## src/rtl/vga_pkg.sv

```systemverilog
// Shared VGA timing types and defaults.
// Used by the timing generator and the sync decoder.
package vga_pkg;

  typedef enum logic [1:0] {
    SEARCH  = 2'd0,
    MEASURE = 2'd1,
    LOCKED  = 2'd2
  } vga_state_e;

  localparam int HDISP_DEF = 800;
  localparam int VDISP_DEF = 480;
  localparam int XW        = 11;
  localparam int YW        = 10;

  function automatic logic [15:0] sat_inc16(
    input logic [15:0] v
  );
    return (v == 16'hFFFF) ? v : v + 16'd1;
  endfunction

endpackage

```

## src/rtl/vga_edge_det.sv

```systemverilog
// Two-stage input register with registered rise/fall pulses.
// lvl, rise and fall are aligned to the same sample.
module vga_edge_det (
  input  logic CLK,
  input  logic NRST,
  input  logic d,
  output logic lvl,
  output logic rise,
  output logic fall
);

  logic q1;
  logic q2;

  always_ff @(posedge CLK or negedge NRST) begin
    if (!NRST) begin
      q1   <= 1'b0;
      q2   <= 1'b0;
      rise <= 1'b0;
      fall <= 1'b0;
    end else begin
      q1   <= d;
      q2   <= q1;
      rise <= q1 & ~q2;
      fall <= ~q1 & q2;
    end
  end

  assign lvl = q2;

endmodule

```

## src/rtl/vga_sync_decoder.sv

```systemverilog
// VGA sync decoder: recovers x/y, frame start and lock from HS/VS/BLANK.
// Optional VGA_DEC_STATS_EN adds saturating good-frame and error counters.
module vga_sync_decoder
  import vga_pkg::*;
#(
  parameter int HDISP       = HDISP_DEF,
  parameter int VDISP       = VDISP_DEF,
  parameter int LOCK_FRAMES = 2
) (
  input  logic          CLK,
  input  logic          NRST,
  input  logic          VGA_HS,
  input  logic          VGA_VS,
  input  logic          VGA_BLANK,
  output logic [XW-1:0] x,
  output logic [YW-1:0] y,
  output logic          pix_valid,
  output logic          frame_start,
  output logic          locked,
  output logic          err,
  output logic [15:0]   frame_cnt,
  output logic [15:0]   err_cnt
);

  localparam logic [XW-1:0] HMAX  = XW'(HDISP);
  localparam logic [XW-1:0] HLAST = XW'(HDISP - 1);
  localparam logic [YW-1:0] VMAX  = YW'(VDISP);
  localparam logic [7:0]    LF8   = 8'(LOCK_FRAMES);

  logic          hs_q;
  logic          vs_lvl, vs_rise, vs_fall;
  logic          bl_lvl, bl_rise, bl_fall;
  logic [XW-1:0] col;
  logic [YW-1:0] row;
  vga_state_e    state, state_n;
  logic [7:0]    good, good_n;
  logic          viol, err_n, frame_ok;
  logic          unused;

  always_ff @(posedge CLK or negedge NRST) begin
    if (!NRST) hs_q <= 1'b1;
    else       hs_q <= VGA_HS;
  end

  vga_edge_det u_vs (
    .CLK  (CLK),
    .NRST (NRST),
    .d    (VGA_VS),
    .lvl  (vs_lvl),
    .rise (vs_rise),
    .fall (vs_fall)
  );

  vga_edge_det u_bl (
    .CLK  (CLK),
    .NRST (NRST),
    .d    (VGA_BLANK),
    .lvl  (bl_lvl),
    .rise (bl_rise),
    .fall (bl_fall)
  );

  // HS is observed only; lines are framed by BLANK
  assign unused = ^{hs_q, vs_lvl, vs_rise};

  assign viol = (state != SEARCH) & (
      (bl_fall & (col != HLAST))
    | (bl_lvl & ~bl_rise & (col == HLAST))
    | (bl_rise & (row == VMAX))
    | (vs_fall & (row != VMAX)));

  always_comb begin
    state_n  = state;
    good_n   = good;
    err_n    = 1'b0;
    frame_ok = 1'b0;
    case (state)
      SEARCH: begin
        if (vs_fall) begin
          state_n = MEASURE;
          good_n  = '0;
        end
      end
      default: begin
        if (viol) begin
          state_n = SEARCH;
          good_n  = '0;
          err_n   = 1'b1;
        end else if (vs_fall) begin
          frame_ok = 1'b1;
          if (good < LF8) good_n = good + 8'd1;
          if (good_n >= LF8) state_n = LOCKED;
        end
      end
    endcase
  end

  always_ff @(posedge CLK or negedge NRST) begin
    if (!NRST) begin
      state       <= SEARCH;
      good        <= '0;
      err         <= 1'b0;
      frame_start <= 1'b0;
      pix_valid   <= 1'b0;
      col         <= '0;
      row         <= '0;
    end else begin
      state       <= state_n;
      good        <= good_n;
      err         <= err_n;
      frame_start <= vs_fall;
      pix_valid   <= bl_lvl;
      if (bl_rise)
        col <= '0;
      else if (bl_lvl && col != HMAX)
        col <= col + 1'b1;
      if (vs_fall)
        row <= '0;
      else if (bl_fall && row != VMAX)
        row <= row + 1'b1;
    end
  end

  assign x      = col;
  assign y      = row;
  assign locked = (state == LOCKED);

`ifdef VGA_DEC_STATS_EN
  always_ff @(posedge CLK or negedge NRST) begin
    if (!NRST) begin
      frame_cnt <= '0;
      err_cnt   <= '0;
    end else begin
      if (frame_ok) frame_cnt <= sat_inc16(frame_cnt);
      if (err_n)    err_cnt   <= sat_inc16(err_cnt);
    end
  end
`else
  logic unused_stats;
  assign unused_stats = frame_ok;
  assign frame_cnt    = '0;
  assign err_cnt      = '0;
`endif

endmodule
```

## config.mk

```make
export PLATFORM = sky130hd
export DESIGN_NAME = vga_sync_decoder
export DESIGN_NICKNAME = d
export VERILOG_FILES = /design/src/rtl/vga_pkg.sv /design/src/rtl/vga_edge_det.sv /design/src/rtl/vga_sync_decoder.sv
export SDC_FILE = /design/constraint.sdc
export NUM_CORES = 1
export LEC_CHECK = 0
export ABC_CLOCK_PERIOD_IN_PS = 1700
export CAP_MARGIN = 10
export CORE_MARGIN = 1.5
export CORE_UTILIZATION = 44
export CTS_BUF_LIST = sky130_fd_sc_hd__clkbuf_2 sky130_fd_sc_hd__clkbuf_4 sky130_fd_sc_hd__clkbuf_8
export DETAILED_ROUTE_END_ITERATION = 16
export HOLD_SLACK_MARGIN = 0.1
export PLACE_DENSITY = 0.78
export SYNTH_ARGS = -nofsm -noshare
export SYNTH_HDL_FRONTEND = slang
export SYNTH_SLANG_ARGS = --single-unit
```

## constraint.sdc

```tcl
create_clock -name CLK -period 1.7 [get_ports CLK]
set_input_delay 0.17 -clock CLK [delete_from_list [all_inputs] [get_ports CLK]]
set_output_delay 0.17 -clock CLK [all_outputs]
set_load 0.05 [all_outputs]
```

* Word-level counts from Yosys, hierarchy flattened
Index checks and enable logic that the tools add are counted.
** Operators by class
- Magnitude comparators :: 2
- Add/subtract/negate cells :: 3
- Bitwise operators :: 16
- Multiplexer cells :: 19
- Reduce and logical (&&, ||, !) cells :: 10
- Eq/ne operators :: 7
** Operator list (count)
- $mux W8 :: 8
- $mux W11 :: 2
- $ne A11 B10 Y1 const B :: 2
- $mux W10 :: 2
- $add A11 B1 Y11 const B :: 1
- $eq A11 B10 Y1 const B :: 1
- $add A10 B1 Y10 const B :: 1
- $eq A10 B9 Y1 const B :: 1
- $mux W2 :: 5
- $ne A10 B9 Y1 const B :: 1
- $and A1 B1 Y1 :: 9
- $add A8 B1 Y8 const B :: 1
- $ge A8 B2 Y1 const B :: 1
- $lt A8 B2 Y1 const B :: 1
- $reduce_bool A2 Y1 :: 4
- $not A1 Y1 :: 4
- $or A1 B1 Y1 :: 3
- $reduce_and A3 Y1 :: 1
- $reduce_bool A3 Y1 :: 1
- $eq A2 B2 Y1 const B :: 1
- $logic_and A1 B1 Y1 :: 2
- $logic_not A2 Y1 :: 1
- $mux W1 :: 2
- $ne A2 B1 Y1 const B :: 1
- $reduce_and A2 Y1 :: 1
** Word-level totals
- Logic and storage cells :: 71
- Output and inout port bits :: 57
- Input bits :: 5
- Bits in registers :: 41

* Logic depth before layout (Yosys ltp)
- Word-level depth :: 14
- Mapped depth :: 7
- Mapped depth without buffers :: 7

* Modules after synthesis
From an unflattened synthesis, not the netlist that was laid out.
** Second synthesis, totals
- Cells, all modules :: 208
- Area total of the unflattened synthesis :: 2145.8 um2
** Modules (own cells, without submodules)
- vga_sync_decoder :: seq. area each 850.8 um2, cells an instance 196, times used 1, area an instance 1915.6 um2
- vga_edge_det :: seq. area each 100.1 um2, cells an instance 6, times used 2, area an instance 115.1 um2

* Worst setup path before layout
Ideal clock, no wire load.
- Path kind :: register -> register
- Start point :: register col[1], in the netlist x[1]
- End point :: register good[3]
- Data required time :: 1.581 ns
- Period minus slack after synthesis :: 2.275 ns
- Setup time :: 0.119 ns
- Path buffers :: 0
- Stages on the path, launching flop included :: 7
- Path slack :: -0.575 ns
- Data arrival time :: 2.156 ns
- Cell sequence :: dfrtp_1 ha_1 nand4_2 or4_4 a31oi_1 o22ai_2 and2_1
** On the way
- Word-level cells in the longest chain between the ends :: 8
- Elaborated cells on any way between the ends :: 12
- Classes of those cells :: 2 x eq/ne; 2 x mux; 6 x bitwise; 2 x reduce/logical
** RTL lines
- start: declaration :: line vga_sync_decoder.sv:33 : logic [XW-1:0] col;
- start signal: assignment :: line vga_sync_decoder.sv:116 : col <= col + 1'b1;
- $ne A11 B10 Y1 / $eq A11 B10 Y1 (equally long branches) :: line vga_sync_decoder.sv:67, vga_sync_decoder.sv:68
- $and A1 B1 Y1 (on tied branches) :: line vga_sync_decoder.sv:67, vga_sync_decoder.sv:68
- $or A1 B1 Y1 (*) :: line vga_sync_decoder.sv:68 : | (bl_lvl & ~bl_rise & (col == HLAST))
- $or A1 B1 Y1 (*) :: line vga_sync_decoder.sv:69 : | (bl_rise & (row == VMAX))
- $or A1 B1 Y1 (*) :: line vga_sync_decoder.sv:70 : | (vs_fall & (row != VMAX)));
- $and A1 B1 Y1 (*) :: line vga_sync_decoder.sv:66 : assign viol = (state != SEARCH) & (
- $mux W8 / $reduce_bool A2 Y1 (equally long branches)
- $mux W8 / $reduce_and A2 Y1 (equally long branches)
- end signal: assignment :: line vga_sync_decoder.sv:109 : good <= good_n;
- end: declaration :: line vga_sync_decoder.sv:36 : logic [7:0] good, good_n;
Every way passes the cells marked *; elsewhere a longest branch is shown, timed or not.
A chain may end at the register's enable or synchronous reset.

* Worst setup path in the final report
- Start point :: register row[1], in the netlist y[1]
- End point :: register good[6]
** On the way
- Word-level cells in the longest chain between the ends :: 7
- Elaborated cells on any way between the ends :: 11
- Classes of those cells :: 2 x eq/ne; 2 x mux; 5 x bitwise; 2 x reduce/logical
** RTL lines
- start: declaration :: line vga_sync_decoder.sv:34 : logic [YW-1:0] row;
- start signal: assignment :: line vga_sync_decoder.sv:120 : row <= row + 1'b1;
- $eq A10 B9 Y1 :: line vga_sync_decoder.sv:69
- $and A1 B1 Y1 :: line vga_sync_decoder.sv:69
- $or A1 B1 Y1 :: line vga_sync_decoder.sv:69
- $or A1 B1 Y1 (*) :: line vga_sync_decoder.sv:70
- $and A1 B1 Y1 (*) :: line vga_sync_decoder.sv:66
- $mux W8 / $reduce_bool A2 Y1 (equally long branches)
- $mux W8 / $reduce_and A2 Y1 (equally long branches)
Marks and branches as above.

==> impl_metrics.tcl <==
set metrics [dict create \
    status "complete, but fails checks" \
    violations "negative setup slack" \
    pwr_density_cell_nw_per_um2 964 \
    firstDrtPassIters 4 \
    ys_seq_area_share_pct 47.7 \
    cp.depth 7 \
    ff2ff_path_depth 7 \
    core-area_um2 4720 \
    hold_viol_final 0 \
    r2r_end "good[6]" \
    synth_top_area_share_pct 47.7 \
    cts_buffers 5 \
    ys_types 39 \
    grt_max_degree 42 \
    ioPinCount 62 \
    worstSkewPairLatency_ns 0.30 \
    dp_hpwl_um 2920 \
    crit_buf_inv 1 \
    slew_violations 0 \
    antenna_found_initial 0 \
    portBuffers 28 \
    final_critical_path_setup_slack_ns -0.284 \
    die_x_um 72.9 \
    cts_root_buf "clkbuf_8" \
    min_period_ns 1.98 \
    synth_largest_area_cell "dfrtp_1" \
    holdWs_ns 0.304 \
    cp-start-kind "register" \
    final.setup_skew_ns 0.00431 \
    crit_family "simple AND/OR/NAND/NOR gates" \
    synthTopCellsByArea "dfrtp_1 (48%), buf_4 (12%), nor2_1 (5.1%)" \
    fillCellCount 407 \
    syn_inst 209 \
    cp_slowest_stage_delay_ns 0.55 \
    num_antenna_cells 0 \
    nets 286 \
    clock_tree.buffer_depth 2 \
    setup_viol 14 \
    synthMostInstantiatedCell "dfrtp_1" \
    dp_cells 332 \
    clkTransAtPathRegs_ns 0.08 \
    reg2reg_slack_ns -0.28 \
    grt_pass1_vias 1484 \
    route.detailed.drc 0 \
    holdPathEnd "u_bl.q1" \
    wl_per_cell_um 11.7 \
    grt_pass1_wl_um 6490 \
    start_util_pct 45.6 \
    yosys_register_bits 41 \
    drive_gt1_share_pct 36.8 \
    worstMarginPinSlew_ns 0.513 \
    gp_congestion 0.846 \
    ys_top_cells_by_count "dfrtp_1 (41), buf_4 (33), nor2_1 (29), nand3_1 (11), xor2_1 (11)" \
    vias 1558 \
    p_leak_nw 1.33 \
    grt-ovfl-total 0 \
    synth_edf_count 0 \
    rows 25 \
    worstPathArrival_ns 2.22 \
    end_kind "register" \
    cp_max_fo 7 \
    grt_util_all_layers_pct 16.3 \
    path_class "register to register" \
    dp_slack_ns -0.288 \
    max_freq_mhz 504 \
    worst_hold_path_type "input port to register" \
    whs_path_depth 1 \
    syn2layout_area_growth_pct 30.9 \
    critPathRequiredTime_ns 1.93 \
    ys_warn_count 0 \
    vdd_drop_max_mv 0.577 \
    holdCritStartpoint "VGA_BLANK" \
    cts-htree-levels 2 \
    vias_per_cell 4.53 \
    syn_area_um2 2150 \
    async_flop_share_pct 100 \
    multi_input_area_um2 1050 \
    max-cap-violations 0 \
    cts_tree "done" \
    cts_sinks 41 \
    ant_nets 0 \
    seqCellArea_um2 1040 \
    detailedRoute.firstIterationViolations 43 \
    slew-limit-headroom_pct 65.8 \
    dieArea_um2 5320 \
    worst_path_max_delay_cell "or4_4" \
    period_share_pct 117 \
    final-instance-count-excl-fill 344 \
    rsz0062_at_grt "true" \
    synth_ff_type "dfrtp_1" \
    wl_um 4020 \
    path_cells "inv_2, ha_4, nand4bb_1, or4_4, nand4b_1, o22ai_4, and2_1" \
    syn_area_per_cell_um2 10.3 \
    reg2reg_from "y[1]" \
    fp.dieH_um 72.9 \
]
==> layout by cell type, fill, tap and decap left out, types with 3 or more instances in the layout <==
master	synthesis	final
buf_4	33	57
conb_1	1	32
nor2_1	29	29
dfrtp_1	41	26
dfrtp_2	0	15
nand3_1	11	11
xor2_1	11	11
nand2_1	9	8
inv_1	8	6
xnor2_1	7	6
and2_1	6	5
nand4_1	5	5
clkbuf_8	0	5
clkdlybuf4s50_1	0	5
a21oi_1	4	4
or4_4	2	3
nor2b_1	3	3
ha_1	5	3
==> registers in the layout, indices dropped and copies added (netlist names) <==
name,count
frame_start,1
u_bl.rise,1
pix_valid,1
state,2
u_bl.q1,1
u_vs.fall,1
u_vs.lvl,1
u_bl.lvl,1
good,8
err,1
u_bl.fall,1
u_vs.q1,1
y,10
x,11
==> cell families (layout without fill, tap and decap cells) <==
logic type / after synthesis / after routing / share of synthesized area (%)
and+or+nand+nor: 81 / 81 / 20.8
buffers and inverters: 43 / 80 / 13.3
DFF: 41 / 41 / 47.7
AOI/OAI and AO/OA: 18 / 18 / 6.92
xor gates and xnor gates: 18 / 18 / 7.33
adders and majority gates: 5 / 5 / 2.91
muxes: 2 / 2 / 0.930
other: 1 / 32 / 0.174
==> routing by layer <==
layer  GRT usage (%)  part of all wire, %
met1            19.4                   44
met2            27.3                   51
met3            4.56                  3.7
met4            7.76                  1.5
met5               0                    0
==> through the flow <==
| step | cell area [µm²] | power, mW | util, % | TNS [ns] |
|---|---|---|---|---|
| final | 2820 | 2.72 | 59.7 | -3.16 |
| after global routing | 2820 | 2.85 | 59.7 | -4.06 |
| after CTS | 2760 | 2.73 | 58.5 | -2.68 |
| after detailed placement | 2610 | 1.91 | 55.3 | -3.10 |
| after global placement | 2610 | 1.89 | 55.3 | -1.79 |
| after floorplan | 2320 | 1.71 | - | -3.38 |
==> worst reg2reg max path, cell delays in order (launching register included) <==
cell       delay, ns
dfrtp_2         0.42
inv_2           0.07
ha_4            0.12
nand4bb_1       0.13
or4_4           0.55
nand4b_1        0.26
o22ai_4         0.20
and2_1          0.17
==> where the power goes <==
part           switching, mW  internal [mW]
logic                  0.551          0.269
registers             0.0613           1.05
clock network          0.350          0.439
total                  0.962           1.75
==> repair_timing <==
action / CTS / global route
buffers inserted: 1 / 2
endpoints found under the hold margin: 41 / 0
pin swaps: 1 / 2
resized for setup: 3 / 7
endpoints found under the setup margin: 14 / 16
hold buffers: 1 / 0
==> layout make-up <==
type | count | area share (%)
clock buffers | 5 | 2.44
clock inverters | 3 | 1.64
inverters | 8 | 1.07
multi-input cells | 156 | 37.3
flip-flops and latches | 41 | 37.1
well taps | 67 | 2.98
repair buffers | 64 | 17.5
==> worst max-delay path by stage <==
| stage | startpoint | endpoint |
|---|---|---|
| after floorplan | x[5] | good[3] |
| after global placement | y[1] | good[7] |
| after detailed placement | y[1] | err |
| after CTS | y[0] | good[6] |
| after global routing | y[1] | good[6] |
| final | y[1] | good[6] |
Power figures use the tool's default switching activity.
